File: src/rtl/streamif_cmd_sched.sv
// streamif_cmd_sched: in-order StreamIF endpoint command scheduler; define STREAMIF_SCHED_TIMEOUT_EN for a 256-cycle ACK timeout
module streamif_cmd_sched #(
  parameter int FIFO_DEPTH = 4,
  parameter int EP_COUNT = 16
) (
  input  logic        ACLK,
  input  logic        ARESETN,
  input  logic        CMD_Valid,
  output logic        CMD_Ready,
  input  logic [31:0] CMD_Addr,
  input  logic [3:0]  CMD_Ep,
  output logic [31:0] StreamIF_CTRL_Addr,
  output logic [15:0] StreamIF_CTRL_AddrValid,
  output logic [15:0] StreamIF_CTRL_Start,
  input  logic [15:0] StreamIF_CTRL_Idle,
  output logic [15:0] Busy,
  output logic        DONE_Valid,
  output logic [3:0]  DONE_Ep,
  output logic        DONE_Err
);
  localparam int AW = $clog2(FIFO_DEPTH);
  localparam logic [4:0] EP_LIM = 5'(EP_COUNT);
  typedef enum logic [1:0] {IDLE, LOAD, START, ACK} state_t;
  state_t state_q, state_d;
  logic [23:0] mem_q [FIFO_DEPTH];
  logic [23:0] mem_d [FIFO_DEPTH];
  logic [AW-1:0] wr_q, wr_d, rd_q, rd_d;
  logic [AW:0] cnt_q, cnt_d;
  logic [19:0] addr_q, addr_d;
  logic [3:0] ep_q, ep_d, dep_q, dep_d, rep_idx;
  logic [15:0] busy_q, busy_d, pend_q, pend_d, err_q, err_d;
  logic dv_q, dv_d, derr_q, derr_d;
  logic [15:0] set_busy, clr_busy, set_pend, set_err, cmp, rep;
  logic [23:0] head;
  logic push, pop, bad, unused_ok;
`ifdef STREAMIF_SCHED_TIMEOUT_EN
  logic [7:0] tmo_q, tmo_d;
`endif
  assign head = mem_q[rd_q];
  assign bad = {1'b0, head[3:0]} >= EP_LIM;
  assign CMD_Ready = ~cnt_q[AW];
  assign push = CMD_Valid & CMD_Ready;
  assign unused_ok = ^CMD_Addr[11:0];
  assign StreamIF_CTRL_Addr = {addr_q, 12'h000};
  assign StreamIF_CTRL_AddrValid = (state_q == LOAD) ? 16'd1 << ep_q : '0;
  assign StreamIF_CTRL_Start = (state_q == START) ? 16'd1 << ep_q : '0;
  assign Busy = busy_q;
  assign DONE_Valid = dv_q;
  assign DONE_Ep = dep_q;
  assign DONE_Err = derr_q;
  always_comb begin
    mem_d = mem_q;
    if (push) mem_d[wr_q] = {CMD_Addr[31:12], CMD_Ep};
    wr_d = wr_q + AW'(push);
    rd_d = rd_q + AW'(pop);
    cnt_d = cnt_q + (AW+1)'(push) - (AW+1)'(pop);
  end
  always_comb begin
    state_d = state_q;
    addr_d = addr_q;
    ep_d = ep_q;
    pop = 1'b0;
    set_busy = '0;
    clr_busy = '0;
    set_pend = '0;
    set_err = '0;
`ifdef STREAMIF_SCHED_TIMEOUT_EN
    tmo_d = tmo_q;
`endif
    case (state_q)
      IDLE: if (cnt_q != '0) begin
        if (bad) begin
          pop = 1'b1;
          set_pend = 16'd1 << head[3:0];
          set_err = set_pend;
        end else if (!busy_q[head[3:0]]) begin
          addr_d = head[23:4];
          ep_d = head[3:0];
          state_d = LOAD;
        end
      end
      LOAD: state_d = START;
      START: begin
        pop = 1'b1;
        set_busy = 16'd1 << ep_q;
        state_d = ACK;
`ifdef STREAMIF_SCHED_TIMEOUT_EN
        tmo_d = '0;
`endif
      end
      ACK: if (!StreamIF_CTRL_Idle[ep_q]) state_d = IDLE;
`ifdef STREAMIF_SCHED_TIMEOUT_EN
      else if (tmo_q == 8'hff) begin
        clr_busy = 16'd1 << ep_q;
        set_pend = clr_busy;
        set_err = clr_busy;
        state_d = IDLE;
      end else tmo_d = tmo_q + 8'd1;
`endif
      default: state_d = IDLE;
    endcase
  end
  always_comb begin
    cmp = busy_q & StreamIF_CTRL_Idle & ((state_q == ACK) ? ~(16'd1 << ep_q) : '1);
    rep_idx = '0;
    for (int i = 15; i >= 0; i--) if (pend_q[i]) rep_idx = 4'(i);
    rep = (|pend_q) ? 16'd1 << rep_idx : '0;
    busy_d = (busy_q | set_busy) & ~cmp & ~clr_busy;
    pend_d = (pend_q & ~rep) | cmp | set_pend;
    err_d = (err_q & ~rep & ~cmp) | set_err;
    dv_d = |pend_q;
    dep_d = rep_idx;
    derr_d = err_q[rep_idx];
  end
  always_ff @(posedge ACLK) mem_q <= mem_d;
  always_ff @(posedge ACLK) begin
    if (!ARESETN) begin
      state_q <= IDLE;
      wr_q <= '0;
      rd_q <= '0;
      cnt_q <= '0;
      addr_q <= '0;
      ep_q <= '0;
      busy_q <= '0;
      pend_q <= '0;
      err_q <= '0;
      dv_q <= 1'b0;
      dep_q <= '0;
      derr_q <= 1'b0;
`ifdef STREAMIF_SCHED_TIMEOUT_EN
      tmo_q <= '0;
`endif
    end else begin
      state_q <= state_d;
      wr_q <= wr_d;
      rd_q <= rd_d;
      cnt_q <= cnt_d;
      addr_q <= addr_d;
      ep_q <= ep_d;
      busy_q <= busy_d;
      pend_q <= pend_d;
      err_q <= err_d;
      dv_q <= dv_d;
      dep_q <= dep_d;
      derr_q <= derr_d;
`ifdef STREAMIF_SCHED_TIMEOUT_EN
      tmo_q <= tmo_d;
`endif
    end
  end
endmodule

File: config.mk
export PLATFORM = sky130hd
export DESIGN_NAME = streamif_cmd_sched
export DESIGN_NICKNAME = d
export VERILOG_FILES = /design/src/rtl/streamif_cmd_sched.sv
export SDC_FILE = /design/constraint.sdc
export NUM_CORES = 1
export LEC_CHECK = 0
export ABC_CLOCK_PERIOD_IN_PS = 2800
export CORE_AREA = 2 2 155 157
export CTS_CLUSTER_SIZE = 24
export DETAILED_ROUTE_END_ITERATION = 8
export DIE_AREA = 0 0 157 159
export GPL_ROUTABILITY_DRIVEN = 0
export PLACE_DENSITY = 0.58
export SLEW_MARGIN = 20
export SYNTH_ARGS = -nofsm -noshare
export SYNTH_HDL_FRONTEND = slang
export SYNTH_SLANG_ARGS = --single-unit
File: constraint.sdc
create_clock -name ACLK -period 2.8 [get_ports ACLK]
set_input_delay 0.28 -clock ACLK [delete_from_list [all_inputs] [get_ports ACLK]]
set_output_delay 0.28 -clock ACLK [all_outputs]
set_load 0.05 [all_outputs]
======== Word-level counts from Yosys, hierarchy flattened ========
Cells that the tools add are included.
storage, ports and cells
  bits of input ports ..................... 55
  register bits after elaboration ......... 183
  logic and storage cells ................. 93
cells by class
  $lt $le $gt $ge ......................... 6
  equal/unequal tests ..................... 6
  $add $sub $neg .......................... 4
  reduce and logical (&&, ||, !) cells .... 6
  shift operators ......................... 2
  multiplexer cells ....................... 37
  bitwise logic cells ..................... 16
operators with widths
  kind                                                         count
  AND 16 bit                                                   6
  bitwise mux 96 bit                                           1
  two-way mux 24 bit                                           3
  two-way mux 16 bit                                           4
  two-way mux 4 bit                                            16
  binary-select mux 24 bit (select 2 bit)                      1
  demux 24 bit (select 2 bit)                                  1
  inverter 16 bit                                              3
  OR 16 bit                                                    2
  << shifter 1 x 4 -> 16 bit (first input constant)            2
  OR reduction 16 bit                                          1
  less-than comparator 4 x 5 -> 1 bit (second input constant)  3
  binary-select mux 1 bit (select 4 bit)                       3
  case mux 2 bit (4 select lines)                              1
  >= comparator 3 bit (second input constant)                  2
  two-way mux 2 bit                                            3
  != test 2 bit (second input constant)                        3
  inverter 2 -> 3 bit                                          2
  AND reduction 3 bit                                          2
  adder 2 x 1 -> 2 bit                                         2
  equality test 2 bit (second input constant)                  2
  two-way mux 1 bit                                            4
  adder 3 x 1 -> 3 bit                                         1
  less-than comparator 3 x 1 -> 1 bit (second input constant)  1
  7 further kinds                                              8

======== Longest topological paths before layout ========
  depth in word-level cells ............... 21
  mapped depth ............................ 10
  depth with buffers taken out ............ 10

======== Worst setup path before layout ========
No wires, ideal clock.
  kind .................................... register -> register
  from .................................... reg cnt_q[2]
  to ...................................... reg mem_q[48] in the netlist's numbering, enable pin
  period minus slack after synthesis ...... 3.146 ns
  path slack .............................. -0.346 ns
  arrival ................................. 2.706 ns
  cell stages (with the launch flop) ...... 4
  data required time ...................... 2.360 ns
  cell sequence ........................... dfxtp_1 -> inv_1 -> nand2_1 -> nor3b_1
on the way
  longest elaborated chain between the ends .. 2
RTL lines
  element                 line  source
  start, declared         28    logic [AW:0] cnt_q, cnt_d;
  start signal, assigned  137   cnt_q <= cnt_d;
  inverter 1 bit          41    assign CMD_Ready = ~cnt_q[AW];
  net CMD_Ready           9     output logic CMD_Ready,
  AND 1 bit               42    assign push = CMD_Valid & CMD_Ready;
  end signal, assigned    115   always_ff @(posedge ACLK) mem_q <= mem_d;
  end, declared           25    logic [23:0] mem_q [FIFO_DEPTH];
The timed path passes the listed nets, and every way through them passes these cells.
A chain may end at the register's enable or synchronous reset.

======== Worst setup path after layout ========
  from .................................... reg ep_q[1]
  to ...................................... out StreamIF_CTRL_AddrValid[8]
on the way
  longest elaborated chain between the ends .. 2
RTL lines
  element                     line  source
  start, declared             30    logic [3:0] ep_q, ep_d, dep_q, dep_d, rep_idx;
  start signal, assigned      139   ep_q <= ep_d;
  << shifter 1 x 4 -> 16 bit  45    assign StreamIF_CTRL_AddrValid = (state_q == LOAD) ? 16'd1 << ep_q : '0;
  two-way mux 16 bit          45
  end, declared               13    output logic [15:0] StreamIF_CTRL_AddrValid,
No other way between the ends.

==> flow_summary.toml <==
[outcome]
status = "complete, no violations"

[floorplanning]
die_w_um = 157
initial_core_util = 0.345
die_h_um = 159
die_area_sq_mm = 0.0250
rows = 56
core_area_sq_mm = 0.0232
boundaryPins = 142

[sta]
final-hold-violation-count = 0
fmax_mhz = 367
fin_skew_ns = 0.0118
worst_slew_pin_slew_ns = 0.805
setup_tns_ns = 0
drv_slew = 0
rsz0062_at_grt = "no"
min_period_over_period = 0.972
fin_crit_ns = 2.72
maxSlewHeadroom = 0.463
setup_viol = 0

[worst_hold_path]
min_from = "ARESETN"
min_path_type = "primary input to flip-flop"

[power]
vdd_drop_max_mv = 0.625
switchingPower_w = 0.00323
p_int_w = 0.00549
pwr-share-seq = 0.390
p_leak_nw = 3.77
p_total_w = 0.00872
swShare = 0.371
power.share.clock = 0.272
comb_power_share = 0.338
power.density_mw_per_mm2 = 853

[global_route]
grt_usage = 0.172
grt_antenna_before_repair = 0
grt_first_pass_wirelength_um = 32600
grt_max_degree = 36
grt_pass1_vias = 5880
gr-total-overflow = 0

[synthesis]
yosysSeqAreaShare = 0.578
synthFlopType = "edfxtp_1"
synth_warnings = 0
ys_seq_elements = 183
netlist_instances = 630
syn_area_sq_mm = 0.00801
avgSynthCellArea_sq_um = 12.7
yosysUniqueCellTypes = 61
synthArstFlopShare = 0
synth_edf_count = 96

[route]
vias = 5799
routed_wl_um = 21000
drc = 0
drtPass1Iterations = 5
wire_per_inst_um = 19.2
avgViaCountPerCell = 5.30
ant_nets = 0
drt_iter0_drc = 347

[clock_network]
clk_latency_ns = 0.44
ctsHoldBuffers = 0
cts.sink_count = 183
htreeDepth = 4
cts_buffers = 17
clockBufferDepth = 2
cts_tree = "yes"
root_buffer = "clkbuf_16"
clk_pin_slew_ns = 0.07

[finish]
nets = 826
utilization = 0.441
antenna_cells = 0
seqCellArea_sq_mm = 0.00463
drive_above_1_share = 0.222
synthToLayoutAreaGrowth_pct = 27.7
multi_input_area_sq_mm = 0.00311
fillers = 2103

[critical_path]
cp.arrival_ns = 2.44
path_cells = "buf_4 -> nor2_1 -> and3_1 -> clkdlybuf4s50_1"
start_kind = "flip-flop"
critPathMaxStageDelay_ns = 0.80
slowest_stage = "clkdlybuf4s50_1"
critPathKind = "flip-flop to output pin"
cp.required_ns = 2.52
crit_family = "buffers and inverters"
critPathMaxFanout = 6
crit_start = "ep_q[1]"
endpoint_kind = "output pin"
r2r_start = "rd_q[0]"
cp.buffers_inverters = 2

[job]
max_cap_viol_count = 0

[placement]
place.port_buffers = 117
dp_hpwl_um = 14800
[through the flow]
stage	cell area, sq um	hold slack, ns	std cells	setup slack [ns]
after global placement	9620	0.421	1062	0.186
after CTS	10200	0.267	1094	0.110
final	10200	0.284	1094	0.0774
after floorplan	8060	0.379	641	0.337
after global routing	10200	0.290	1094	0.0183
after detailed placement	9620	0.422	1062	0.164
[placed cells by master, fill, tap and decap left out, types with 5 or more instances in the layout]
cell / n
clkbuf_16: 17
nor4_1: 8
nor2b_1: 5
dfxtp_1: 85
nor2_1: 38
inv_1: 15
mux4_2: 29
nand3_2: 20
and2_1: 8
o2111a_1: 5
o21ai_2: 20
a31oi_1: 9
nor3_1: 8
o21a_1: 12
a21oi_1: 18
o21ai_0: 11
and3_1: 35
mux2_2: 5
o211a_1: 11
nand2_1: 54
conb_1: 12
clkdlybuf4s50_1: 96
buf_4: 50
edfxtp_1: 96
nand3_1: 16
clkinv_8: 6
ha_1: 8
[power by group through the flow]
stage                     registers (W)  logic, W  clock network (W)
final                           0.00340   0.00295            0.00238
after global routing            0.00344   0.00314            0.00254
after CTS                       0.00340   0.00298            0.00243
after detailed placement        0.00346   0.00296                  0
after global placement          0.00345   0.00291                  0
after floorplan                 0.00379   0.00161                  0
[cells in the mapped netlist, types with 11 or more instances]
| cell | instances | area (sq um) |
|---|---|---|
| buf_4 | 12 | 90.1 |
| nor2_1 | 39 | 146 |
| nand2_1 | 54 | 203 |
| a21oi_1 | 18 | 90.1 |
| edfxtp_1 | 96 | 2880 |
| o211a_1 | 11 | 110 |
| nand3_2 | 20 | 200 |
| and3_1 | 35 | 219 |
| o21ai_0 | 11 | 55.1 |
| clkbuf_1 | 29 | 109 |
| o21a_1 | 12 | 90.1 |
| inv_1 | 15 | 56.3 |
| dfxtp_1 | 87 | 1740 |
| mux4_2 | 29 | 653 |
| o21ai_2 | 20 | 175 |
| nand3_1 | 16 | 80.1 |
[routing by layer]
layer	up-vias	GRT usage	part of all wire
met5	-	0	0
met4	0	0.0634	0.025
met3	37	0.0384	0.061
met2	218	0.308	0.52
met1	2905	0.199	0.40
li1	2639	-	-
[timing repair]
| item | in CTS | in global routing |
|---|---|---|
| hold endpoints to repair | 0 | 0 |
| setup buffers | 0 | 0 |
| endpoints found under the setup margin | 9 | 1 |
| cloned | 0 | 0 |
| gates resized for setup | 3 | 1 |
[kinds of logic (layout without fill, tap and decap cells)]
| logic type | after synthesis | in the layout | synth area share |
|---|---|---|---|
| other | 1 | 12 | 0.000468 |
| flip-flops | 183 | 183 | 0.578 |
| buffers and inverters | 66 | 200 | 0.0417 |
| adder cells (fa/ha/maj) | 9 | 9 | 0.0150 |
| AND/OR/NAND/NOR | 209 | 209 | 0.143 |
| AO/OA/AOI/OAI | 115 | 115 | 0.110 |
| multiplexers | 43 | 43 | 0.108 |
| XOR/XNOR | 4 | 4 | 0.00438 |
[sequential cells by signal (all words and copies together), names as in the netlist]
name and count:
Busy 16, DONE_Ep 4, DONE_Err 1, DONE_Valid 1, addr_q 20, cnt_q 3
ep_q 4, err_q 16, mem_q 96, pend_q 16, rd_q 2, state_q 2
wr_q 2
[path summary, 6_finish.rpt]
check,to,slack [ns],cells past startpoint
min,Busy[12],0.28,2
min reg2reg,err_q[9],0.43,2
max reg2reg,ep_q[1],0.18,8
max,StreamIF_CTRL_AddrValid[8],0.08,4
[area by class of cell]
type                       count  area share
tap                          319      0.0390
multi-input combinational    392       0.305
inverter                      16     0.00588
timing repair buffer         152       0.139
clock buffer                  18      0.0420
sequential                   183       0.453
clock inverter                14      0.0171
(Power assumes the default switching activity.)
